[src/rtl/tap_delay_pkg.sv]
// Shared types and defaults for the tap delay scheduler and its slot chain.
package tap_delay_pkg;

    localparam int WIDTH_DEFAULT = 8;
    localparam int DEPTH_DEFAULT = 4;

    localparam logic REQ0 = 1'b0;
    localparam logic REQ1 = 1'b1;

    typedef struct packed {
        logic                     valid;
        logic [WIDTH_DEFAULT-1:0] data;
        logic                     tag;
    } slot_t;

endpackage

[src/rtl/tap_slot_chain.sv]
// Shift-down slot pipeline with one indexed write port and a registered count of live slots.
module tap_slot_chain
    import tap_delay_pkg::*;
#(
    parameter int DEPTH = DEPTH_DEFAULT,
    parameter int DW    = $clog2(DEPTH)
) (
    input  logic             clk,
    input  logic             areset,
    input  logic             wr_en,
    input  logic [DW-1:0]    wr_idx,
    input  slot_t            wr_slot,
    output slot_t            head,
    output logic [DEPTH-1:0] valids,
    output logic [DW:0]      count
);

    slot_t      slot_q [DEPTH];
    slot_t      slot_d [DEPTH];
    logic [DW:0] count_d;

    // Write wins over the shift; the arbiter guarantees the shifted-in slot was empty.
    always_comb begin
        count_d = '0;
        for (int k = 0; k < DEPTH; k++) slot_d[k] = '0;
        for (int k = 0; k < DEPTH - 1; k++) slot_d[k] = slot_q[k+1];
        for (int k = 0; k < DEPTH; k++) begin
            if (wr_en && wr_idx == DW'(k)) slot_d[k] = wr_slot;
            count_d = count_d + {{DW{1'b0}}, slot_d[k].valid};
        end
    end

    always_ff @(posedge clk or posedge areset) begin
        if (areset) begin
            for (int k = 0; k < DEPTH; k++) slot_q[k] <= '0;
            count <= '0;
        end else begin
            slot_q <= slot_d;
            count  <= count_d;
        end
    end

    assign head = slot_q[0];

    for (genvar k = 0; k < DEPTH; k++) begin : g_vld
        assign valids[k] = slot_q[k].valid;
    end

endmodule

[src/rtl/tap_delay_scheduler.sv]
// Two-requester round-robin front end that places each sample at its delay tap in a shared slot chain.
module tap_delay_scheduler
    import tap_delay_pkg::*;
#(
    parameter int WIDTH = WIDTH_DEFAULT,
    parameter int DEPTH = DEPTH_DEFAULT,
    parameter int DW    = $clog2(DEPTH)
) (
    input  logic             clk,
    input  logic             areset,
    input  logic             req0_valid,
    input  logic [WIDTH-1:0] req0_data,
    input  logic [DW-1:0]    req0_delay,
    output logic             req0_ready,
    input  logic             req1_valid,
    input  logic [WIDTH-1:0] req1_data,
    input  logic [DW-1:0]    req1_delay,
    output logic             req1_ready,
    output logic             out_valid,
    output logic [WIDTH-1:0] out_data,
    output logic             out_tag,
    output logic [DW:0]      inflight
);

    logic [DEPTH-1:0] valids;
    slot_t            head;
    slot_t            wr_slot;
    logic [DW-1:0]    wr_idx;
    logic             rr_ptr;
    logic             elig0, elig1;
    logic             gnt0, gnt1;

    // A delay d lands in slot[d], so slot[d+1] must be empty or it would shift onto the write.
    function automatic logic eligible(input logic vld, input logic [DW-1:0] dly,
                                      input logic [DEPTH-1:0] vv);
        int d;
        d = int'(dly);
        if (!vld || d > DEPTH - 1) return 1'b0;
        if (d == DEPTH - 1) return 1'b1;
        return !vv[d+1];
    endfunction

    assign elig0 = !areset && eligible(req0_valid, req0_delay, valids);
    assign elig1 = !areset && eligible(req1_valid, req1_delay, valids);

    assign gnt0 = elig0 && (!elig1 || rr_ptr == REQ0);
    assign gnt1 = elig1 && (!elig0 || rr_ptr == REQ1);

    assign req0_ready = gnt0;
    assign req1_ready = gnt1;

    always_ff @(posedge clk or posedge areset) begin
        if (areset)    rr_ptr <= REQ0;
        else if (gnt0) rr_ptr <= ~REQ0;
        else if (gnt1) rr_ptr <= ~REQ1;
    end

    always_comb begin
        wr_slot       = '0;
        wr_slot.valid = 1'b1;
        if (gnt1) begin
            wr_slot.data = req1_data;
            wr_slot.tag  = REQ1;
            wr_idx       = req1_delay;
        end else begin
            wr_slot.data = req0_data;
            wr_slot.tag  = REQ0;
            wr_idx       = req0_delay;
        end
    end

    tap_slot_chain #(
        .DEPTH(DEPTH),
        .DW   (DW)
    ) u_chain (
        .clk    (clk),
        .areset (areset),
        .wr_en  (gnt0 | gnt1),
        .wr_idx (wr_idx),
        .wr_slot(wr_slot),
        .head   (head),
        .valids (valids),
        .count  (inflight)
    );

    assign out_valid = head.valid;
    assign out_data  = head.data;
    assign out_tag   = head.tag;

endmodule

[config.mk]
export PLATFORM = sky130hd
export DESIGN_NAME = tap_delay_scheduler
export DESIGN_NICKNAME = d
export VERILOG_FILES = /design/src/rtl/tap_delay_pkg.sv /design/src/rtl/tap_slot_chain.sv /design/src/rtl/tap_delay_scheduler.sv
export SDC_FILE = /design/constraint.sdc
export NUM_CORES = 1
export LEC_CHECK = 0
export ABC_AREA = 1
export ABC_CLOCK_PERIOD_IN_PS = 2250
export BUFFER_PORTS_ARGS = -buffer_cell sky130_fd_sc_hd__buf_2
export CORE_AREA = 2 2 69 71
export CTS_BUF_LIST = sky130_fd_sc_hd__clkbuf_4
export DETAILED_ROUTE_END_ITERATION = 10
export DIE_AREA = 0 0 71 73
export PLACE_DENSITY_LB_ADDON = 0.1
export RECOVER_POWER = 25
export SETUP_SLACK_MARGIN = 0.05
export SLEW_MARGIN = 20
export SYNTH_ARGS = -nofsm -noshare
export SYNTH_HDL_FRONTEND = slang
export SYNTH_SLANG_ARGS = --single-unit
[constraint.sdc]
create_clock -name clk -period 2.25 [get_ports clk]
set_input_delay 0.225 -clock clk [delete_from_list [all_inputs] [get_ports clk]]
set_output_delay 0.225 -clock clk [all_outputs]
set_load 0.02 [all_outputs]
==> flow_summary.toml, run 1 <==
[cts]
clockBufferDepth = 2
cts_root_buf = "clkbuf_4"
htreeDepth = 2
cts_made_buffers = 5
cts_tree = "done"
hold_buffers = 0
clk_pin_slew_ps = 130
clock-sinks = 44
worstSkewPairLatency_ps = 360

[yosys]
synth_top_area_share = 0.4947
synth_warnings = 0
ys_ff_latch = 44
syn_area_um2 = 2226
syn_inst = 253
synth_area_leaders = "dfrtp_1 49%, nand2_1 16%, nand3_1 7.0%"
syn_nets = 282
avgSynthCellArea_um2 = 8.798
yosys.area.top_type = "dfrtp_1"
synth_cell_types = 22
seq_area_frac_synth = 0.4947

[critical_path]
reg2reg_from = "u_chain.head[9]"
critPathBufInv = 2
worstSetupEndpointType = "flip-flop"
worst-setup-path-type = "flip-flop to flip-flop"
cp_cell_sequence = "nand2_1, nand3_1, nand3_2, nand2_4, nor2_8, nand2_8, nand2_4, nand2_4, nand3_4, nand2_4, ha_4, inv_2, fa_2, inv_2, ha_4"
crit_required_ps = 2510
arrival_ps = 2500
path_delay_family = "simple AND/OR/NAND/NOR gates"
critPathMostFrequentCell = "nand2_4"
cp_max_fo = 6
max_stage_delay_ps = 440
r2r_end = "u_chain.count[1]"
regToRegSetupSlack_ps = 5
rr_worst_depth = 15
cp_slowest_cell = "dfrtp_2"
start_kind = "flip-flop"

[timing]
fmax_mhz = 445.4
layout_setup_ws_ps = 4.937
setup_viol = 0
tightest_slew_ps = 1048
fin_tns_setup_ps = 0
period_minus_slack_ps = 2245
slew_headroom = 0.3012
fin_crit_sh = 0.9978
rsz0062_at_grt = "true"
fin_worst_skew_ps = 10.50
finalHoldViolCount = 0
finalMaxSlewViolations = 0

[route]
top_layer_used = "met4"
route.met2.wl_mm = 2.242
drt_first_iter_violations = 88
vias_per_cell = 4.689
wirelength_mm = 4.658
wire_per_inst_um = 12.26
ant_nets = 0
wl_met1_mm = 2.169
first_pass_iters = 4
via_count = 1782
met3WireLength_um = 204
drc = 0

[place]
hpwl_mm = 3.383
placed_area_um2 = 2649
io_buffers = 38
pre_cts_slack_ps = -252.5
gp_congestion = 0.8534

[grt]
overflow = 0
antenna_found_initial = 0
grt_pass1_wl_mm = 7.686
gr-usage-all-layers = 0.1925
first_global_vias = 1620
grt_max_degree = 45

[power_and_ir_drop]
switching_share = 0.3245
seqPwrFrac = 0.446
p_int_mw = 1.358
power_density_nw_per_um2 = 677.2
pwr-share-comb = 0.304
pwr-share-clk = 0.250
p_leak_nw = 1.673
ir_worst_vdd_mv = 0.4754
p_sw_mw = 0.6524

[cells_and_area]
n_antenna_cell = 0
area_growth_pct = 33.39
layout_common_cells = "87 x nand2_1, 43 x dfrtp_1, 36 x buf_2, 33 x buf_4, 27 x nand3_1"
drive_above_1_share = 0.4264
final_cell_area_um2 = 2969
fill_cells = 376
mostFrequentLayoutCell = "nand2_1"
finalNetCount = 354

[hold_path]
worstHoldPathCells = 5
holdCritPathClass = "input pin to flip-flop"
min_to = "u_chain.slot_q[4]"
worstHoldStart = "req1_data[3]"

[floorplan]
initial_core_util = 0.4908
io_pins = 39
die_h_um = 73
row_count = 25
chipWidth_um = 71
dieArea_um2 = 5183
coreArea_um2 = 4536

[flow_run]
cap_violations = 0

[run_status]
status = "complete, no violations"
## layout make-up
type / instances / area [um^2] / share of cell area
multi-input cells: 164 / 1044 / 0.3515
repair buffers: 79 / 548.0 / 0.1846
clock buffers: 5 / 37.54 / 0.01264
inverters: 31 / 123.9 / 0.04172
well taps: 54 / 67.56 / 0.02276
clock inverters: 3 / 46.29 / 0.01559
flip-flops and latches: 44 / 1102 / 0.3713
## cells in the mapped netlist
cell type and count:
nand3_2 3, nand2_4 4, nand4_1 3, inv_4 1
buf_4 10, nand3_4 3, nand3_1 31, inv_1 26
nand2_2 4, o21ai_0 2, dfrtp_1 44, nor2_4 1
ha_1 4, nand2_8 1, fa_1 1, inv_2 4
nor2_8 2, nand2_1 95, buf_2 1, nor2_1 2
buf_6 3, nor2_2 8
## worst max-delay path by stage
stage	start	endpoint	slack, ps	depth (start not counted)
final	u_chain.head[9]	u_chain.count[1]	5	15
after global routing	u_chain.head[9]	u_chain.count[1]	-110	15
after CTS	u_chain.head[9]	u_chain.count[1]	20	15
after detailed placement	req0_delay[0]	u_chain.count[1]	-250	17
after global placement	req0_delay[0]	u_chain.count[1]	-190	17
after floorplan	u_chain.head[9]	u_chain.count[1]	-160	16
## cell families after synthesis
| family | synth area share |
|---|---|
| AOI/OAI and AO/OA | 0.004497 |
| adders and majority gates | 0.03148 |
| buffers and inverters | 0.1045 |
| and+or+nand+nor | 0.3648 |
| DFF | 0.4947 |
## per-layer routing
metal	GRT usage	vias to the layer above
li1	-	913
met1	0.2663	827
met2	0.3084	38
met3	0.04006	4
met4	0.05660	0
met5	0	-
## per-stage QoR
step | power (mW) | instances | util | hold slack [ps]
detailed placement | 1.447 | 358 | 0.5840 | 430.9
global placement | 1.439 | 358 | 0.5840 | 423.9
global route | 2.122 | 380 | 0.6546 | 272.5
CTS | 1.995 | 373 | 0.6284 | 162.2
floorplan | 1.285 | 253 | - | 375.3
finish | 2.011 | 380 | 0.6546 | 275.2
## repair_timing
item                                    CTS  global route
gates resized for setup                  16            18
endpoints found under the setup margin    4             4
pin swaps                                17            13
buffers inserted                          7             7
## power by group through the flow
stage               clock network [mW]  logic, mW  registers (mW)
finish                           0.502      0.612           0.896
global route                     0.548      0.669           0.905
CTS                              0.522      0.576           0.896
detailed placement                   0      0.535           0.912
global placement                     0      0.528           0.911
floorplan                            0      0.353           0.932
## tightest hold or removal path, delay by kind of cell
| family | cells | cell delay, ps |
|---|---|---|
| buffers and inverters | 2 | 190 |
| AND/OR/NAND/NOR | 3 | 200 |
## sequential cells by signal, indices dropped and copies added (netlist names)
register	cells
u_chain.slot_q	27
u_chain.head	10
u_chain.count	3
u_chain.valids	3
rr_ptr	1
No activity file was read; power rests on OpenSTA's default activity.
==> run 2, diff against run 1 <==
Settings changed: CORE_AREA 2 2 69 71 to 2 2 70 72, CTS_BUF_LIST sky130_fd_sc_hd__clkbuf_4 to default, CTS_CLUSTER_SIZE from default to 10, DIE_AREA 0 0 71 73 to 0 0 72 74, SLEW_MARGIN 20 to 30.
==> flow_summary.toml, run 2 (synthesis results as in run 1) <==
[timing]
fin_tns_setup_ps = 0
rsz0062_at_grt = "true"
finalMaxSlewViolations = 0
slew_headroom = 0.3143
fin_crit_sh = 0.9990
tightest_slew_ps = 1029
finalHoldViolCount = 0
fmax_mhz = 444.9
fin_worst_skew_ps = 9.610
layout_setup_ws_ps = 2.184
period_minus_slack_ps = 2248
setup_viol = 0

[grt]
grt_max_degree = 45
first_global_vias = 1517
grt_pass1_wl_mm = 7.465
overflow = 0
gr-usage-all-layers = 0.1892
antenna_found_initial = 0

[cells_and_area]
top_register = "u_chain.slot_q"
finalNetCount = 346
largest_reg_flops = 27
drive_above_1_share = 0.3994
layout_common_cells = "90 x nand2_1, 43 x dfrtp_1, 38 x buf_2, 30 x buf_4, 28 x nand3_1"
mostFrequentLayoutCell = "nand2_1"
n_antenna_cell = 0
area_growth_pct = 27.32

[cts]
clk_pin_slew_ps = 80
htreeDepth = 2
worstSkewPairLatency_ps = 300
cts_root_buf = "clkbuf_8"
cts_made_buffers = 5
clock-sinks = 44
hold_buffers = 0
clockBufferDepth = 2
cts_tree = "done"

[hold_path]
min_to = "rr_ptr"
holdCritPathClass = "input pin to flip-flop"
worstHoldStart = "areset"
worstHoldPathCells = 4

[critical_path]
start_kind = "flip-flop"
regToRegSetupSlack_ps = 2
arrival_ps = 2440
crit_required_ps = 2440
max_stage_delay_ps = 400
worstSetupEndpointType = "flip-flop"
worst-setup-path-type = "flip-flop to flip-flop"
critPathMostFrequentCell = "nand2_4"
rr_worst_depth = 16
cp_slowest_cell = "dfrtp_1"
path_delay_family = "adder cells"
cp_cell_sequence = "nand2_1, nand3_2, nand3_2, nand2_4, nor2_8, nand2_4, buf_12, nand2_4, nand2_4, nand3_4, nand2_4, ha_4, inv_2, fa_2, inv_2, ha_4"
r2r_end = "u_chain.count[1]"
critPathBufInv = 3
cp_max_fo = 4
reg2reg_from = "u_chain.valids[1]"

[floorplan]
row_count = 25
chipWidth_um = 72
initial_core_util = 0.4841
dieArea_um2 = 5328
die_h_um = 74
io_pins = 39
coreArea_um2 = 4598

[place]
hpwl_mm = 3.330
pre_cts_slack_ps = -255.2
gp_congestion = 0.8005
io_buffers = 38

[route]
vias_per_cell = 4.519
wire_per_inst_um = 11.95
first_pass_iters = 5
drc = 0
via_count = 1681
wirelength_mm = 4.445
drt_first_iter_violations = 102
ant_nets = 0

[power_and_ir_drop]
p_leak_nw = 1.626
ir_worst_vdd_mv = 0.4366
power_density_nw_per_um2 = 724.1

[run_status]
status = "complete, no violations"

[flow_run]
cap_violations = 0
## run 2: layout make-up
class / instances / area (um^2)
Fill cell: 403 / 1764
Sequential cell: 44 / 1102
Multi-Input combinational cell: 164 / 977.2
Timing Repair Buffer: 71 / 460.4
Inverter: 31 / 118.9
Clock buffer: 6 / 72.57
Tap cell: 54 / 67.56
Clock inverter: 2 / 35.03
## run 2: power by group
part | internal [mW] | switching, mW | total (mW) | leakage (nW)
Clock | 0.329 | 0.268 | 0.598 | 0.0552
Sequential | 0.873 | 0.0252 | 0.898 | 0.594
Combinational | 0.217 | 0.340 | 0.556 | 0.977
Total | 1.42 | 0.633 | 2.05 | 1.63
## run 2: routing by layer
metal,vias up,GRT usage,share of wire
met5,-,0,0
met3,8,0.04065,0.037
met1,752,0.2823,0.51
met4,0,0.08805,0.020
li1,895,-,-
met2,26,0.2644,0.43
## run 2: metrics by stage
| step | util | area [um^2] | hold slack (ps) | std cells | power [mW] |
|---|---|---|---|---|---|
| finish | 0.6163 | 2834 | 328.2 | 372 | 2.052 |
| global route | 0.6163 | 2834 | 370.4 | 372 | 2.170 |
| CTS | 0.6125 | 2816 | 219.4 | 371 | 2.060 |
| detailed placement | 0.5826 | 2679 | 427.9 | 362 | 1.452 |
| global placement | 0.5826 | 2679 | 428.5 | 362 | 1.453 |
| floorplan | - | 2277 | 375.3 | 253 | 1.285 |
## run 2: how the worst max path moves through the flow
stage | start | to | slack (ps) | depth (start not counted)
floorplan | u_chain.head[9] | u_chain.count[1] | -160 | 16
global placement | req1_delay[0] | u_chain.count[1] | -210 | 18
detailed placement | req0_delay[0] | u_chain.count[1] | -260 | 18
CTS | u_chain.head[9] | u_chain.count[1] | -1 | 16
global route | u_chain.valids[1] | u_chain.count[1] | -100 | 16
finish | u_chain.valids[1] | u_chain.count[1] | 2 | 16
## run 2: timing repair
item | in CTS | in global routing
endpoints found under the setup margin | 4 | 4
pin swaps | 9 | 1
gates resized for setup | 6 | 5
buffers inserted | 1 | 1
## run 2: worst min-delay path, stage by stage
cell,delay (ps)
buf_2,80
nor2_1,60
nand3_4,130
o21ai_0,80
==> run 3, diff against run 2 <==
Settings changed: ABC_CLOCK_PERIOD_IN_PS 2250 to 1880.
Clock period 2.25 ns to 1.88 ns, I/O delays scaled along.
==> flow_summary.toml, run 3 (synthesis results as in run 1) <==
[timing]
layout_setup_ws_ps = -376.5
finalHoldViolCount = 0
fin_worst_skew_ps = 7.394
fin_crit_sh = 1.200
setup_viol = 38
finalMaxSlewViolations = 0
fmax_mhz = 443.2
rsz0062_at_grt = "true"
slew_headroom = 0.5553
tightest_slew_ps = 663.0
period_minus_slack_ps = 2256

[cts]
cts_made_buffers = 5
clk_pin_slew_ps = 80
worstSkewPairLatency_ps = 290
hold_buffers = 0
clock-sinks = 44
clockBufferDepth = 2
cts_root_buf = "clkbuf_8"
htreeDepth = 2
cts_tree = "done"

[grt]
grt_max_degree = 29
busiest_layer = "met2"
first_global_vias = 1727
overflow = 0
use_met3 = 0.04607
grtUsageMet1 = 0.2949
grt_pass1_wl_mm = 8.280
use_met2 = 0.3158
antenna_found_initial = 0
gr-usage-all-layers = 0.2040

[critical_path]
regToRegSetupSlack_ps = -380
cp_max_fo = 4
start_kind = "flip-flop"
r2r_end = "u_chain.count[1]"
startpoint = "u_chain.head[9]"
rr_worst_depth = 16
crit_end = "u_chain.count[1]"
worstSetupEndpointType = "flip-flop"
arrival_ps = 2450
crit_required_ps = 2070
reg2reg_from = "u_chain.head[9]"
worst-setup-path-type = "flip-flop to flip-flop"

[power_and_ir_drop]
p_leak_nw = 1.803
power_density_nw_per_um2 = 757.7
total_power_mw = 2.500
ir_worst_vdd_mv = 0.4543

[cells_and_area]
finalNetCount = 359
mostFrequentLayoutCell = "nand2_1"
top_register = "u_chain.slot_q"
n_antenna_cell = 0
drive_above_1_share = 0.5818
layout_common_cells = "60 x nand2_1, 43 x dfrtp_1, 37 x buf_2, 29 x nand2_4, 29 x buf_4"
largest_reg_flops = 27
area_growth_pct = 48.23

[route]
wirelength_mm = 5.305
wire_per_inst_um = 13.82
vias_per_cell = 4.846
drc = 0
ant_nets = 0
drt_first_iter_violations = 112
via_count = 1861
first_pass_iters = 4

[floorplan]
row_count = 25
die_h_um = 74
chipWidth_um = 72
io_pins = 39
initial_core_util = 0.4841
dieArea_um2 = 5328
coreArea_um2 = 4598

[place]
pre_cts_slack_ps = -598.9
hpwl_mm = 3.532
gp_congestion = 0.8164
io_buffers = 38

[flow_run]
cap_violations = 0

[run_status]
violations = "setup timing"
status = "finished with violations"

[hold_path]
holdCritPathClass = "input pin to async pin"
## run 3: critical path, cell delays in order, from the launching register on
cell and delay (ps):
dfrtp_2 430, nand2_1 60, nand3_1 70, nand3_2 90
nand2_4 70, nor2_8 100, nand2_4 80, buf_12 130
nand2_4 50, nand2_4 60, nand3_4 70, nand2_4 60
ha_4 250, inv_2 30, fa_2 330, inv_2 70
ha_4 180
## run 3: worst min path at each step
stage,start,to,slack [ps],cells after the start
6_report,areset,u_chain.valids[1],60,3
5_1_grt,areset,u_chain.slot_q[5],120,3
4_1_cts,areset,u_chain.slot_q[5],80,3
3_5_place_dp,areset,u_chain.valids[1],390,3
3_3_place_gp,areset,u_chain.valids[2],390,3
2_1_floorplan,req1_delay[0],u_chain.slot_q[20],340,2
## run 3: through the flow
step | setup TNS (ps) | util | instance area (um^2) | hold WS, ps | std cells
after floorplan | -1385 | - | 2277 | 338.3 | 253
after global placement | -7306 | 0.5913 | 2719 | 386.4 | 364
after detailed placement | -8692 | 0.5913 | 2719 | 392.2 | 364
after CTS | -1614 | 0.6639 | 3053 | 79.81 | 378
after global routing | -6162 | 0.7176 | 3299 | 118.8 | 384
final | -2536 | 0.7176 | 3299 | 58.94 | 384
## run 3: repair_timing
item,in CTS,in global routing
resized for setup,48,62
setup endpoints to repair,39,42
gates cloned,1,1
setup buffers,6,6
pin swaps,15,27
## run 3: metal layers
metal	up-vias	routed length, um
li1	927	-
met1	888	2451
met2	38	2599
met3	8	204
met4	0	50
met5	-	0
## run 3: final cells by class
cell class	count	area, um^2
Fill cell	339	1299
Multi-Input combinational cell	164	1227
Sequential cell	44	1102
Timing Repair Buffer	84	700.7
Inverter	31	123.9
Clock buffer	6	72.57
Tap cell	54	67.56
Clock inverter	1	5.005
## run 3: report_power, final
group / leakage, nW / total (mW) / internal [mW] / switching [mW]
Clock: 0.0410 / 0.552 / 0.253 / 0.299
Combinational: 1.17 / 0.869 / 0.374 / 0.496
Sequential: 0.594 / 1.08 / 1.05 / 0.0335
Total: 1.80 / 2.50 / 1.67 / 0.829
